===== src/rtl/elevator_pkg.sv =====
// Shared definitions for the elevator controller and its call panel:
// direction encoding, default floor count and floor index width.
package elevator_pkg;

    // Direction encoding driven by the elevator; 2'b11 is treated as idle.
    localparam logic [1:0] DIR_IDLE = 2'b00;
    localparam logic [1:0] DIR_UP   = 2'b01;
    localparam logic [1:0] DIR_DOWN = 2'b10;
    localparam logic [1:0] DIR_RSVD = 2'b11;

    localparam int DEFAULT_NUM_FLOORS = 4;

    // Floor index width; never narrower than one bit.
    function automatic int floor_w(input int num_floors);
        return (num_floors > 1) ? $clog2(num_floors) : 1;
    endfunction

endpackage


===== src/rtl/button_debouncer.sv =====
// One raw push button: 2-flop synchronizer, stable-sample debounce counter,
// debounced level and a one-cycle pulse on each accepted press.
module button_debouncer #(
    parameter int DEBOUNCE_CYCLES = 4
) (
    input  logic clk,
    input  logic rst,
    input  logic raw,
    output logic press
);

    // Count value at which the next differing sample is accepted.
    localparam logic [7:0] LAST = 8'(DEBOUNCE_CYCLES - 1);

    logic       sync1;
    logic       sync2;
    logic       level;
    logic [7:0] cnt;

    // Bring the asynchronous button into the clock domain.
    always_ff @(posedge clk or negedge rst) begin
        if (!rst) begin
            sync1 <= 1'b0;
            sync2 <= 1'b0;
        end else begin
            // NOTE: non-blocking so sync2 takes the old sync1, giving two real flops.
            sync1 <= raw;
            sync2 <= sync1;
        end
    end

    // Accept a level change only after DEBOUNCE_CYCLES consecutive differing samples.
    always_ff @(posedge clk or negedge rst) begin
        if (!rst) begin
            cnt   <= '0;
            level <= 1'b0;
            press <= 1'b0;
        end else begin
            press <= 1'b0;
            if (sync2 == level) begin
                cnt <= '0;
            end else if (cnt == LAST) begin
                cnt   <= '0;
                level <= sync2;
                press <= sync2;    // only a rising debounced level is a press
            end else begin
                cnt <= cnt + 8'd1;
            end
        end
    end

endmodule


===== src/rtl/call_panel.sv =====
// Hall and car call register: debounces every button, latches presses as
// pending calls and clears them when the elevator serves the floor.
module call_panel
    import elevator_pkg::*;
#(
    parameter  int NUM_FLOORS      = DEFAULT_NUM_FLOORS,
    parameter  int DEBOUNCE_CYCLES = 4,
    localparam int FLOOR_W         = floor_w(NUM_FLOORS)
) (
    input  logic                  clk,
    input  logic                  rst,
    input  logic [NUM_FLOORS-1:0] hall_up_btn,
    input  logic [NUM_FLOORS-1:0] hall_dn_btn,
    input  logic [NUM_FLOORS-1:0] car_btn,
    input  logic [FLOOR_W-1:0]    current_floor,
    input  logic [1:0]            direction,
    input  logic                  door_state,
    output logic [NUM_FLOORS-1:0] move_up_call,
    output logic [NUM_FLOORS-1:0] move_down_call,
    output logic [NUM_FLOORS-1:0] req_floor,
    output logic                  any_pending
);

    // No up call from the top floor, no down call from floor 0.
    localparam logic [NUM_FLOORS-1:0] UP_ALLOW = ~(NUM_FLOORS'(1) << (NUM_FLOORS - 1));
    localparam logic [NUM_FLOORS-1:0] DN_ALLOW = ~NUM_FLOORS'(1);

    logic [NUM_FLOORS-1:0] up_press;
    logic [NUM_FLOORS-1:0] dn_press;
    logic [NUM_FLOORS-1:0] car_press;
    logic [NUM_FLOORS-1:0] serve;
    logic                  up_clr_ok;
    logic                  dn_clr_ok;
    logic [NUM_FLOORS-1:0] up_next;
    logic [NUM_FLOORS-1:0] dn_next;
    logic [NUM_FLOORS-1:0] car_next;

    for (genvar g = 0; g < NUM_FLOORS; g++) begin : g_floor
        button_debouncer #(.DEBOUNCE_CYCLES(DEBOUNCE_CYCLES)) u_up (
            .clk(clk), .rst(rst), .raw(hall_up_btn[g]), .press(up_press[g])
        );
        button_debouncer #(.DEBOUNCE_CYCLES(DEBOUNCE_CYCLES)) u_dn (
            .clk(clk), .rst(rst), .raw(hall_dn_btn[g]), .press(dn_press[g])
        );
        button_debouncer #(.DEBOUNCE_CYCLES(DEBOUNCE_CYCLES)) u_car (
            .clk(clk), .rst(rst), .raw(car_btn[g]), .press(car_press[g])
        );
    end

    // Decode which floor is being served; out-of-range floors match nothing.
    always_comb begin
        // NOTE: assign a default before the loop so no bit is left unassigned (no latch).
        serve = '0;
        for (int i = 0; i < NUM_FLOORS; i++) begin
            serve[i] = door_state && (current_floor == FLOOR_W'(i));
        end
    end

    // Set pending bits on presses; a clear on the same bit wins.
    always_comb begin
        up_clr_ok = (direction == DIR_UP)   || (direction == DIR_IDLE) || (direction == DIR_RSVD);
        dn_clr_ok = (direction == DIR_DOWN) || (direction == DIR_IDLE) || (direction == DIR_RSVD);
        up_next   = (move_up_call   | (up_press & UP_ALLOW)) & ~(serve & {NUM_FLOORS{up_clr_ok}});
        dn_next   = (move_down_call | (dn_press & DN_ALLOW)) & ~(serve & {NUM_FLOORS{dn_clr_ok}});
        car_next  = (req_floor | car_press) & ~serve;
    end

    // Pending call registers.
    always_ff @(posedge clk or negedge rst) begin
        if (!rst) begin
            move_up_call   <= '0;
            move_down_call <= '0;
            req_floor      <= '0;
        end else begin
            move_up_call   <= up_next;
            move_down_call <= dn_next;
            req_floor      <= car_next;
        end
    end

    assign any_pending = |{move_up_call, move_down_call, req_floor};

endmodule

===== config.mk =====
export PLATFORM = sky130hd
export DESIGN_NAME = call_panel
export DESIGN_NICKNAME = d
export VERILOG_FILES = /design/src/rtl/elevator_pkg.sv /design/src/rtl/button_debouncer.sv /design/src/rtl/call_panel.sv
export SDC_FILE = /design/constraint.sdc
export NUM_CORES = 1
export LEC_CHECK = 0
export CAP_MARGIN = 20
export CORE_MARGIN = 2
export CORE_UTILIZATION = 50
export DETAILED_ROUTE_END_ITERATION = 7
export PLACE_DENSITY = 0.69
export SYNTH_ARGS = -nofsm -noshare
export SYNTH_HDL_FRONTEND = slang
export SYNTH_HIERARCHICAL = 1
export SYNTH_SLANG_ARGS = --single-unit

===== constraint.sdc =====
create_clock -name clk -period 1.8 [get_ports clk]
set_input_delay 0.36 -clock clk [delete_from_list [all_inputs] [get_ports clk]]
set_output_delay 0.36 -clock clk [all_outputs]
set_load 0.05 [all_outputs]

# Yosys cells after proc, flatten, opt, wreduce, memory -nomap -nowiden
# Cells that the tools add are included.
[op_classes]
add_sub_neg = 10
eq_ne = 26
muxes = 40
bitwise_logic = 21
reduce_logical = 21
[ops]
columns = ["cell", "count"]
rows = [
  ["8-bit 2-to-1 mux", 20],
  ["8-bit by 1-bit adder with 8-bit output (second input constant)", 10],
  ["8-bit by 2-bit == test with 1-bit output (second input constant)", 10],
  ["4-bit bitwise AND", 5],
  ["1-bit 2-to-1 mux", 20],
  ["2-bit AND reduction", 10],
  ["4-bit NOT", 3],
  ["12-bit OR reduction", 1],
  ["1-bit == test", 10],
  ["1-bit NOT", 10],
  ["2-bit == test (second input constant)", 4],
  ["4-bit bitwise OR", 2],
  ["2-bit by 1-bit == test with 1-bit output (second input constant)", 2],
  ["1-bit logical AND", 4],
  ["2-bit logical NOT", 2],
  ["1-bit logical OR", 4],
  ["4-bit by 3-bit bitwise OR with 4-bit output", 1],
]
[totals]
reg_bits = 132

# Depth between registers and ports, before layout
[depth]
depth_word = 6
ltp_mapped = 4
mapped_depth_nobuf = 4

# Hierarchy
# The synthesis kept the hierarchy.
[by_module_without_submodules]
columns = ["module", "instances", "cells_each", "area_each_um2", "seq_area_each_um2"]
rows = [
  ["button_debouncer at g_floor[0].u_car ...", 9, 45, 509.2, 300.3],
  ["button_debouncer at g_floor[2].u_car", 1, 44, 514.2, 300.3],
  ["call_panel", 1, 38, 485.5, 300.3],
]

# Worst setup path before layout
# Ideal clock, no wire load.
[synth_timing]
path_kind = "register to output"
from = "reg move_up_call[1]"
to = "out any_pending"
t_arrival_ps = 1311
setup_slack_ps = 129
path_stages_with_launch = 3
path_buffers = 0
cell_sequence = "dfrtp_1 -> nor4_1 -> nand3_1"
[synth_via]
elab_chain_cells = 1
[synth_lines]
columns = ["item", "line_no", "source"]
rows = [
  ["start: declaration", "call_panel.sv:18", "output logic [NUM_FLOORS-1:0] move_up_call,"],
  ["start signal: assignment", "call_panel.sv:75", "move_up_call <= up_next;"],
  ["12-bit OR reduction", "call_panel.sv:81", "assign any_pending = |{move_up_call, move_down_call, req_floor};"],
  ["end: declaration", "call_panel.sv:21", "output logic any_pending"],
]
# Every way passes these cells.

# Final worst setup path
[layout_timing]
from = "reg req_floor[3]"
to = "out any_pending"
[layout_via]
elab_chain_cells = 1
[layout_lines]
columns = ["item", "line_no", "source"]
rows = [
  ["start: declaration", "call_panel.sv:20", "output logic [NUM_FLOORS-1:0] req_floor,"],
  ["start signal: assignment", "call_panel.sv:77", "req_floor <= car_next;"],
  ["12-bit OR reduction", "call_panel.sv:81", ""],
]
# Every way passes these cells.

==> summary.txt <==
Outcome
  – Status: finished with violations
  – Failing checks: setup timing

Global routing
  – Gr usage total: 18.7%
  – Antenna violations before repair: 0
  – Total gr overflow: 0
  – Largest net degree at the start of global routing: 99
  – Vias in the first global route: 3796
  – First-pass GRT wire length: 17200 um

Clock tree
  – Clock Root Buffer: clkbuf_8
  – H-tree depth: 4
  – Clk Latency, worst-skew pair: 0.52 ns
  – Num CTS Buffers: 17
  – CTS Buffer Depth: 2
  – CTS tree: yes
  – TritonCTS sink count: 132
  – Clock Pin Slew Worst Setup and Hold Paths: 0.06 ns

Yosys
  – Yosys cell types: 31
  – Most area-hungry cell type in the Yosys netlist: dfrtp_1
  – Dominant synthesized flop cell: dfrtp_1
  – Mux cell area share after synthesis: 2.69%
  – Yosys reg bits: 132
  – Synthesis warning total: 6
  – Syn_nets: 516
  – Mapped Avg Cell Area: 11.5 um2
  – Post-synth EDFFs: 0
  – XOR/XNOR Fraction of Synth Area: 6.28%
  – Area share of fa/ha/maj cells after synthesis: 2.24%
  – Synth async-reset ratio: 100%
  – Top cell type's share of synthesized area: 59.2%
  – Largest family of logic cells by synthesized area: simple AND/OR/NAND/NOR gates
  – Cell count after synthesis: 487
  – Synth area leaders: dfrtp_1 (59%), nand3_1 (4.6%), nor2_1 (4.0%)
  – Synth Cell Area: 5580 um2
  – Compound-gate portion of the synthesized area: 9.19%
  – Simple-gate share of the synthesized area: 19.2%
  – Sequential fraction of the synthesis area: 59.2%

STA
  – F_max: 0.534 GHz
  – Post-route worst setup slack: -0.0740 ns
  – Clock Skews: 0.00594 ns
  – Post-layout min period: 1.87 ns
  – Slew headroom: 64.1%
  – RSZ-0062 raised after global routing: yes
  – Final-report hold violation count: 0
  – Setup violations, final: 1
  – Period utilization: 104%
  – Slew @ Worst Pin: 0.538 ns
  – Slew Limit Fails: 0
  – Hold_ws: 0.275 ns

Power
  – Sw frac: 32.5%
  – Static Leak: 2.87 nW
  – Combinational Power Share: 25.2%
  – P per Cell Area: 1460 nW/um2
  – Clock power frac: 33.3%
  – Share of power burned in registers: 41.6%
  – P_sw: 0.00316 W
  – Internal power: 0.00655 W
  – Maximum VDD drop: 1.19 mV

Worst setup path
  – Worst EP required: 1.44 ns
  – CP Launch Type: register
  – Worst R2R Start: g_floor[2].u_car/cnt[0]$_DFF_PN0_
  – Critical Path Start: req_floor[3]$_DFF_PN0_
  – Worst Setup End Kind: primary output
  – CP Class: register to primary output
  – Crit path DAT: 1.51 ns
  – Critical-path maximum fanout: 2

Cells and area
  – Top reg by flops: g_floor.u_car/cnt
  – Share of layout cells above drive strength 1: 17.3%
  – Antenna Cells: 0
  – Design Area, Final: 6660 um2
  – Final layout net count: 570
  – Commonest non-fill, non-tap cell in the layout: dfrtp_1
  – Largest regs: g_floor.u_car/cnt: 32 flops, g_floor.u_up/cnt: 24 flops, g_floor.u_dn/cnt: 24 flops
  – Max reg flops: 32
  – Synthesis-to-finish area growth: 19.3%
  – Most frequent cells in the layout: dfrtp_1 (132), nor2_1 (60), nand3_1 (51), o21ai_0 (30), or3_1 (30)

Routing
  – First-pass iteration count of the detailed router: 4
  – Wire per inst: 14.2 um
  – Vias per inst: 5.43
  – Post-route ant nets: 0
  – DRC viols: 0
  – Drt initial violations: 233
  – Via count: 3771
  – Routed wire length: 9830 um

Worst hold path
  – HP Start: hall_dn_btn[1]
  – Hold WC Path Type: primary input to register

Floorplanning
  – Die H: 110 um
  – Chip width: 110 um
  – Row Count: 38
  – Initial core utilization: 51.3%
  – Core ar.: 10900 um2
  – Full die area: 12000 um2
  – Io pins: 32

Place
  – GPL Wtd Cong: 0.809
  – Placed Instance Area: 6040 um2
  – I/O Buffers: 29
  – Final HPWL DP: 6660 um

Run
  – Max_cap viols: 0
==> path summary, 6_finish.rpt <==
kind,endpoint,slack [ns],cells after the start
worst max-delay path,any_pending,-0.07,3
worst max register to register,g_floor[2].u_car/level$_DFFE_PN0P_,0.29,4
worst min register to register,g_floor[2].u_car/sync2$_DFF_PN0_,0.35,0
min in group asynchronous,g_floor[1].u_car/cnt[2]$_DFF_PN0_,0.42,3
max in group asynchronous,g_floor[3].u_dn/sync2$_DFF_PN0_,0.94,3
worst min-delay path,g_floor[1].u_dn/sync1$_DFF_PN0_,0.27,1
==> layer usage <==
layer	routed length, um	global-route usage (%)
met3	409	6.58
met5	0	0
met1	4650	23.9
met4	136	6.96
met2	4630	29.4
==> synthesized netlist by cell type (all sizes together), types with 2 or more instances <==
cell type  instances
xor2              20
mux2              10
o21a               4
nor4              12
o21ai             30
o22a               5
nor3b             11
dfrtp            132
nand3             51
or3               30
xnor2             20
nor2              60
ha                10
a31o               9
a21oi             31
inv               19
nand3b             2
nand4             10
nand2             11
nand2b             2
==> worst max-delay path, stage by stage (launching register included) <==
cell and delay, ns:
dfrtp_1 0.39, nor4_2 0.30, nand3_1 0.13, buf_6 0.17
==> metrics by stage <==
| stage | setup slack, ns | TNS (ns) | util, % | std cells | total power (W) |
|---|---|---|---|---|---|
| after floorplan | 0.129 | 0 | - | 487 | 0.00575 |
| after global placement | 0.344 | 0 | 55.5 | 658 | 0.00638 |
| after detailed placement | 0.295 | 0 | 55.5 | 658 | 0.00646 |
| after CTS | -0.118 | -0.118 | 61.1 | 693 | 0.00981 |
| after global routing | -0.164 | -0.164 | 61.2 | 694 | 0.0103 |
| final | -0.0740 | -0.0740 | 61.2 | 694 | 0.00971 |
==> logic make-up after synthesis <==
logic type,after synthesis
AND/OR/NAND/NOR,195
flip-flops,132
AO/OA/AOI/OAI,81
XOR/XNOR,40
buffers and inverters,19
multiplexers,10
adder cells (fa/ha/maj),10
==> power by group through the flow <==
stage | combinational, W | clock, W | sequential (W)
6_report | 0.00244 | 0.00323 | 0.00404
5_1_grt | 0.00271 | 0.00346 | 0.00412
4_1_cts | 0.00247 | 0.00332 | 0.00403
3_5_place_dp | 0.00239 | 0 | 0.00406
3_3_place_gp | 0.00233 | 0 | 0.00404
2_1_floorplan | 0.00144 | 0 | 0.00431
==> timing repair <==
| action | CTS | global route |
|---|---|---|
| pin swaps | 2 | 2 |
| buffers inserted | 2 | 1 |
| setup endpoints to repair | 1 | 1 |
| hold buffers | 1 | 0 |
| endpoints found under the hold margin | 132 | 0 |
| resized for setup | 3 | 0 |
==> cell type report <==
type                    instances  area, um2
flip-flops and latches        132       3300
fillers                       855       4230
clock inverters                 9       75.1
repair buffers                 35        319
multi-input cells             336       2220
clock buffers                  23        497
inverters                      19       71.3
well taps                     140        175
Note: power is estimated with default switching activity, not from simulation.
